File: config.mk
export PLATFORM = sky130hd
export DESIGN_NAME = shiftreg_piso_tx
export DESIGN_NICKNAME = d
export VERILOG_FILES = /design/src/rtl/shiftreg_piso_tx.sv
export SDC_FILE = /design/constraint.sdc
export NUM_CORES = 1
export LEC_CHECK = 0
export CAP_MARGIN = 15
export CORE_AREA = 2 2 39 41
export CTS_CLUSTER_DIAMETER = 100
export CTS_CLUSTER_SIZE = 10
export DETAILED_ROUTE_END_ITERATION = 8
export DIE_AREA = 0 0 41 43
export HOLD_SLACK_MARGIN = 0.06
export PLACE_DENSITY = 0.52
export RECOVER_POWER = 100
export SYNTH_ARGS = -nofsm -noshare
export SYNTH_HDL_FRONTEND = slang
export SYNTH_SLANG_ARGS = --single-unit
File: constraint.sdc
create_clock -name clk -period 1.19 [get_ports clk]
set_input_delay 0.1785 -clock clk [delete_from_list [all_inputs] [get_ports clk]]
set_output_delay 0.1785 -clock clk [all_outputs]
set_load 0.02 [all_outputs]
File: src/rtl/shiftreg_piso_tx.sv
// Parallel-in, serial-out transmitter: takes a word on a valid/ready handshake
// and streams it out one bit per clock, with a strobe on the first bit of each frame.
module shiftreg_piso_tx #(
  parameter int WIDTH     = 4,
  parameter bit MSB_FIRST = 1'b1
) (
  input  logic             clk,
  input  logic             rst,
  input  logic             load_valid,
  input  logic [WIDTH-1:0] load_data,
  output logic             load_ready,
  output logic             dout,
  output logic             dout_valid,
  output logic             dout_sof
);

  localparam int CW = (WIDTH > 1) ? $clog2(WIDTH) : 1;
  localparam logic [CW-1:0] LAST = CW'(WIDTH - 1);

  typedef enum logic {
    IDLE  = 1'b0,
    SHIFT = 1'b1
  } state_t;

  state_t           state, state_nxt;
  logic [WIDTH-1:0] sreg, sreg_nxt;
  logic [WIDTH-1:0] load_word;
  logic [CW-1:0]    cnt, cnt_nxt;
  logic             accept;

  // The register always shifts toward the MSB, so LSB-first words are
  // reversed on the way in rather than shifting the other direction.
  if (MSB_FIRST) begin : g_msb
    assign load_word = load_data;
  end else begin : g_lsb
    always_comb begin
      load_word = '0;
      for (int i = 0; i < WIDTH; i++) begin
        load_word[i] = load_data[WIDTH-1-i];
      end
    end
  end

  assign load_ready = (state == IDLE) || ((state == SHIFT) && (cnt == LAST));
  assign accept     = load_valid && load_ready;

  always_comb begin
    state_nxt = state;
    sreg_nxt  = sreg;
    cnt_nxt   = cnt;
    case (state)
      IDLE: begin
        if (accept) begin
          state_nxt = SHIFT;
          sreg_nxt  = load_word;
          cnt_nxt   = '0;
        end
      end
      SHIFT: begin
        if (cnt != LAST) begin
          sreg_nxt = {sreg[WIDTH-2:0], 1'b0};
          cnt_nxt  = cnt + CW'(1);
        end else if (accept) begin
          // Reloading on the last bit keeps consecutive frames gapless.
          sreg_nxt = load_word;
          cnt_nxt  = '0;
        end else begin
          state_nxt = IDLE;
          cnt_nxt   = '0;
        end
      end
      default: begin
        state_nxt = IDLE;
      end
    endcase
  end

  // Outputs are registered from the next-state values so the first bit
  // appears in the cycle right after the handshake edge.
  always_ff @(posedge clk) begin
    if (rst) begin
      state      <= IDLE;
      sreg       <= '0;
      cnt        <= '0;
      dout       <= 1'b0;
      dout_valid <= 1'b0;
      dout_sof   <= 1'b0;
    end else begin
      state      <= state_nxt;
      sreg       <= sreg_nxt;
      cnt        <= cnt_nxt;
      dout       <= (state_nxt == SHIFT) && sreg_nxt[WIDTH-1];
      dout_valid <= (state_nxt == SHIFT);
      dout_sof   <= (state_nxt == SHIFT) && (cnt_nxt == '0);
    end
  end

endmodule

## Yosys cells after proc, flatten, opt, wreduce, memory -nomap -nowiden

Index checks and enable logic that the tools add are counted.

| operators by class | value |
|---|---|
| add/sub/neg operators | 1 |
| equal/unequal tests | 2 |
| mux-type cells | 9 |
| bitwise logic cells | 1 |
| reductions and logical operators | 6 |

Operators by type and width:

| cell | number |
|---|---|
| 4-bit 2-to-1 mux | 2 |
| 4-bit one-hot mux with 2 select lines | 1 |
| 1-bit logical AND | 4 |
| 2-bit 2-to-1 mux | 2 |
| 2-bit one-hot mux with 2 select lines | 1 |
| 2-bit by 1-bit adder with 2-bit output (second input constant) | 1 |
| 2-bit equality test (second input constant) | 1 |
| 2-bit logical NOT | 1 |
| 1-bit 2-to-1 mux | 2 |
| 2-bit != test (second input constant) | 1 |
| 1-bit one-hot mux with 2 select lines | 1 |
| 1-bit logical OR | 1 |
| 1-bit NOT | 1 |

| storage, ports and cells | value |
|---|---|
| register bits after elaboration | 9 |
| input bits | 7 |
| output and inout port bits | 4 |
| word-level logic and storage cells | 24 |

## Longest topological paths before layout

| logic depth | value |
|---|---|
| depth in word-level cells | 8 |
| depth in mapped cells | 6 |
| depth with buffers taken out | 5 |

## Worst setup path before layout

Ideal clock, no wire load.

| timing | value |
|---|---|
| path kind | reg-to-reg |
| start | register state |
| end | register dout_sof |
| library setup time | 0.127 ns |
| arrival time | 1.022 ns |
| data required time | 1.063 ns |
| path slack | 0.041 ns |
| cell stages (with the launch flop) | 5 |
| path buffers | 1 |
| clock period less this slack | 1.149 ns |
| path through | dfxtp_1 nor2b_4 buf_6 mux2i_1 nor3_2 |

| on the way | value |
|---|---|
| cells in the longest elaborated chain, start to end | 7 |
| elaborated cells on any way between the ends | 11 |
| classes of those cells | mux (5); bitwise (1); reduce/logical (5) |

RTL lines:

| item | RTL line | RTL |
|---|---|---|
| start, declared | 25 | `state_t state, state_nxt;` |
| start signal, assigned | 89 | `state <= state_nxt;` |
| 1-bit logical AND or 1-bit NOT (tied branches) | n/a |  |
| 1-bit logical OR | 44 | `assign load_ready = (state == IDLE) \|\| ((state == SHIFT) && (cnt == LAST));` |
| 1-bit logical AND | 45 | `assign accept = load_valid && load_ready;` |
| 1-bit 2-to-1 mux or 2-bit 2-to-1 mux (tied branches) | 53, 63 |  |
| 1-bit 2-to-1 mux or 2-bit one-hot mux with 2 select lines (tied branches) | 60, 51 |  |
| 1-bit one-hot mux with 2 select lines or 2-bit logical NOT (tied branches) | 51, 94 |  |
| 1-bit logical AND * | 94 | `dout_sof <= (state_nxt == SHIFT) && (cnt_nxt == '0);` |
| end signal, assigned | 94 |  |
| end, declared | 14 | `output logic dout_sof` |

Mark *: on every way between the ends. The rest lies on a longest branch, timed or not.
A chain may end at the register's enable or synchronous reset.

## Worst setup path after layout

| timing | value |
|---|---|
| start | register cnt[0] |
| end | output port load_ready |

| on the way | value |
|---|---|
| cells in the longest elaborated chain, start to end | 3 |

RTL lines:

| item | RTL line | RTL |
|---|---|---|
| start, declared | 28 | `logic [CW-1:0] cnt, cnt_nxt;` |
| start signal, assigned | 91 | `cnt <= cnt_nxt;` |
| 2-bit equality test | 44 |  |
| 1-bit logical AND | 44 |  |
| 1-bit logical OR | 44 |  |
| end, declared | 11 | `output logic load_ready,` |

Every way passes these cells.

==> results_dict.tcl <==
set metrics [dict create \
    finalWeightedCongestion 0.713 \
    numCtsBuffers 3 \
    p_sw_mw 0.156 \
    clock_power_share_pct 31.2 \
    start_util_pct 25.2 \
    cts.sink_count 8 \
    synthAdderAreaFrac_pct 3.58 \
    fp.coreArea_um2 1380 \
    drt_iter0_drc 8 \
    violations "setup timing" \
    die-width_um 41 \
    final_nets 62 \
    grt_max_degree 9 \
    leakagePower_nw 0.241 \
    hold_class "reg2reg" \
    cp-start-kind "flop" \
    p_per_area_nw_per_um2 1150 \
    io_pins 11 \
    die_area_um2 1760 \
    grt_antenna_before_repair 0 \
    fmax_ghz 0.794 \
    fin_ws_ps -69.9 \
    comb_power_share_pct 22.4 \
    gr-total-overflow 0 \
    mostFrequentLayoutCells "dfxtp_1 (7), buf_4 (7), clkdlybuf4s50_1 (6), nor2_1 (5), mux2i_1 (5)" \
    drc 0 \
    wl_per_cell_um 12.3 \
    grt_pass1_vias 298 \
    multi_input_area_um2 178 \
    synth_cell_types 17 \
    holdBufCountCts 0 \
    finalClockSkew_ps 0.220 \
    chipHeight_um 43 \
    crit_required_ps 1010 \
    grt_pass1_wl_um 1320 \
    cts.clk_slew.worst_paths_ps 50 \
    post-route-min-period_ps 1260 \
    p_int_mw 0.482 \
    worstSkewPairLatency_ps 250 \
    finalHoldViolations 0 \
    wirelength_um 836 \
    portBuffers 10 \
    vias 311 \
    synth.yosys.seq_area_share_pct 45.9 \
    whs_ps 458 \
    seqCellArea_um2 161 \
    vdd_drop_max_mv 0.611 \
    p_sw_share_pct 24.5 \
    setup_viol 2 \
    hpwl_um 536 \
    cts-root-buf "clkbuf_4" \
    max_cap_violations 0 \
    fin_crit_sh_pct 106 \
    ys_ff_latch 8 \
    path_class "reg2out" \
    avgSynthCellArea_um2 10.3 \
    synth_xor_area_share_pct 0 \
    synth_fp_nets 42 \
    p_total_mw 0.638 \
    cp_max_fo 2 \
    synth_compound_area_share_pct 8.24 \
    yosysWarnings 0 \
    synth-simple-area-share_pct 19.0 \
    drv_slew 0 \
    vias_per_cell 4.57 \
    ant_nets 0 \
    synthCells 34 \
    gr-usage-all-layers_pct 11.8 \
    placed_cells 63 \
    muxShareOfSynthArea_pct 14.3 \
    layoutNonFillerInstCount 68 \
    fillCellCount 150 \
    synth_top_family_by_area "simple AND/OR/NAND/NOR gates" \
    rsz0062_at_grt "yes" \
    cts_tree "built" \
    diodes 0 \
    p_seq_share_pct 46.4 \
    drive_gt1_share_pct 38.5 \
    slew_headroom_pct 75.9 \
    dr.pass1.iters 4 \
    syn_area_um2 349 \
    cp.arrival_ps 1080 \
    status "finished with violations" \
    area_delta_synth_final_pct 58.8 \
    final_core_util_pct 40.1 \
    cts_max_level 1 \
    tightest_slew_ps 361 \
    cts_max_path_buffers 2 \
    placementRows 14 \
    cp-end-kind "output pin" \
    fin_tns_setup_ps -71.0 \
]
[synth_stat cells]
cell      instances  area (µm²)
nor2b_4           1        13.8
nor3_1            1        5.00
buf_4             1        7.51
a21oi_1           1        5.00
dfxtp_1           8         160
nand2_1           1        3.75
mux2i_1           5        50.1
nor2_1            6        22.5
buf_6             1        11.3
nor2b_1           1        6.26
nor3_2            1        10.0
a211oi_1          2        15.0
ha_1              1        12.5
inv_6             1        8.76
a22o_1            1        8.76
nand3_1           1        5.00
buf_1             1        3.75
[cells by family after synthesis]
| family | Yosys count |
|---|---|
| simple gates | 12 |
| mux | 5 |
| flops | 8 |
| fa+ha+maj | 1 |
| buf+inv | 4 |
| compound gates | 4 |
[stage by stage]
stage	setup WS [ps]	instance area [µm²]
detailed placement	-243	492
CTS	-82.4	547
finish	-69.9	554
global placement	-225	492
floorplan	41.1	349
global route	-131	554
[cell type report]
cell class / count / area share [%]
clock buffers: 3 / 4.06
inverters: 1 / 1.58
multi-input cells: 22 / 32.1
flip-flops and latches: 8 / 29.1
well taps: 16 / 3.61
repair buffers: 18 / 29.6
[worst max-delay path, stage by stage, from the launching register on]
cell and delay, ps:
dfxtp_1 330, ha_4 170, nor2b_4 170, inv_6 40, buf_6 120
[state kept, by name (all words and copies together) (netlist names)]
name	count
cnt	2
dout	1
state	1
dout_sof	1
sreg	3
[worst paths after layout]
kind	startpoint	endpoint	slack, ps	depth (start not counted)
worst max-delay path	cnt[0]$_SDFF_PP0_	load_ready	-70	4
worst min-delay path	sreg[2]$_SDFF_PP0_	dout$_SDFF_PP0_	460	2
worst max register to register	cnt[0]$_SDFF_PP0_	dout_sof$_SDFF_PP0_	0	5
worst min register to register	sreg[2]$_SDFF_PP0_	dout$_SDFF_PP0_	460	2
[routing by layer]
layer | GRT usage, % | vias to the layer above | share of wire, %
li1 | - | 150 | -
met1 | 14.0 | 149 | 36
met2 | 17.5 | 12 | 56
met3 | 4.71 | 0 | 7.4
met4 | 6.00 | 0 | 0
met5 | 0 | - | 0
[power groups by stage]
stage | logic, mW | clock network [mW] | registers [mW]
floorplan | 0.0621 | 0 | 0.308
global placement | 0.128 | 0 | 0.299
detailed placement | 0.129 | 0 | 0.300
CTS | 0.137 | 0.215 | 0.296
global route | 0.155 | 0.225 | 0.298
finish | 0.143 | 0.199 | 0.296
[what timing repair did]
item | 4_1_cts | 5_1_grt
resized for setup | 15 | 2
endpoints found under the setup margin | 6 | 5
setup buffers | 2 | 0
cloned | 0 | 0
pin swaps | 1 | 0
No activity file was read; power rests on OpenSTA's default activity.
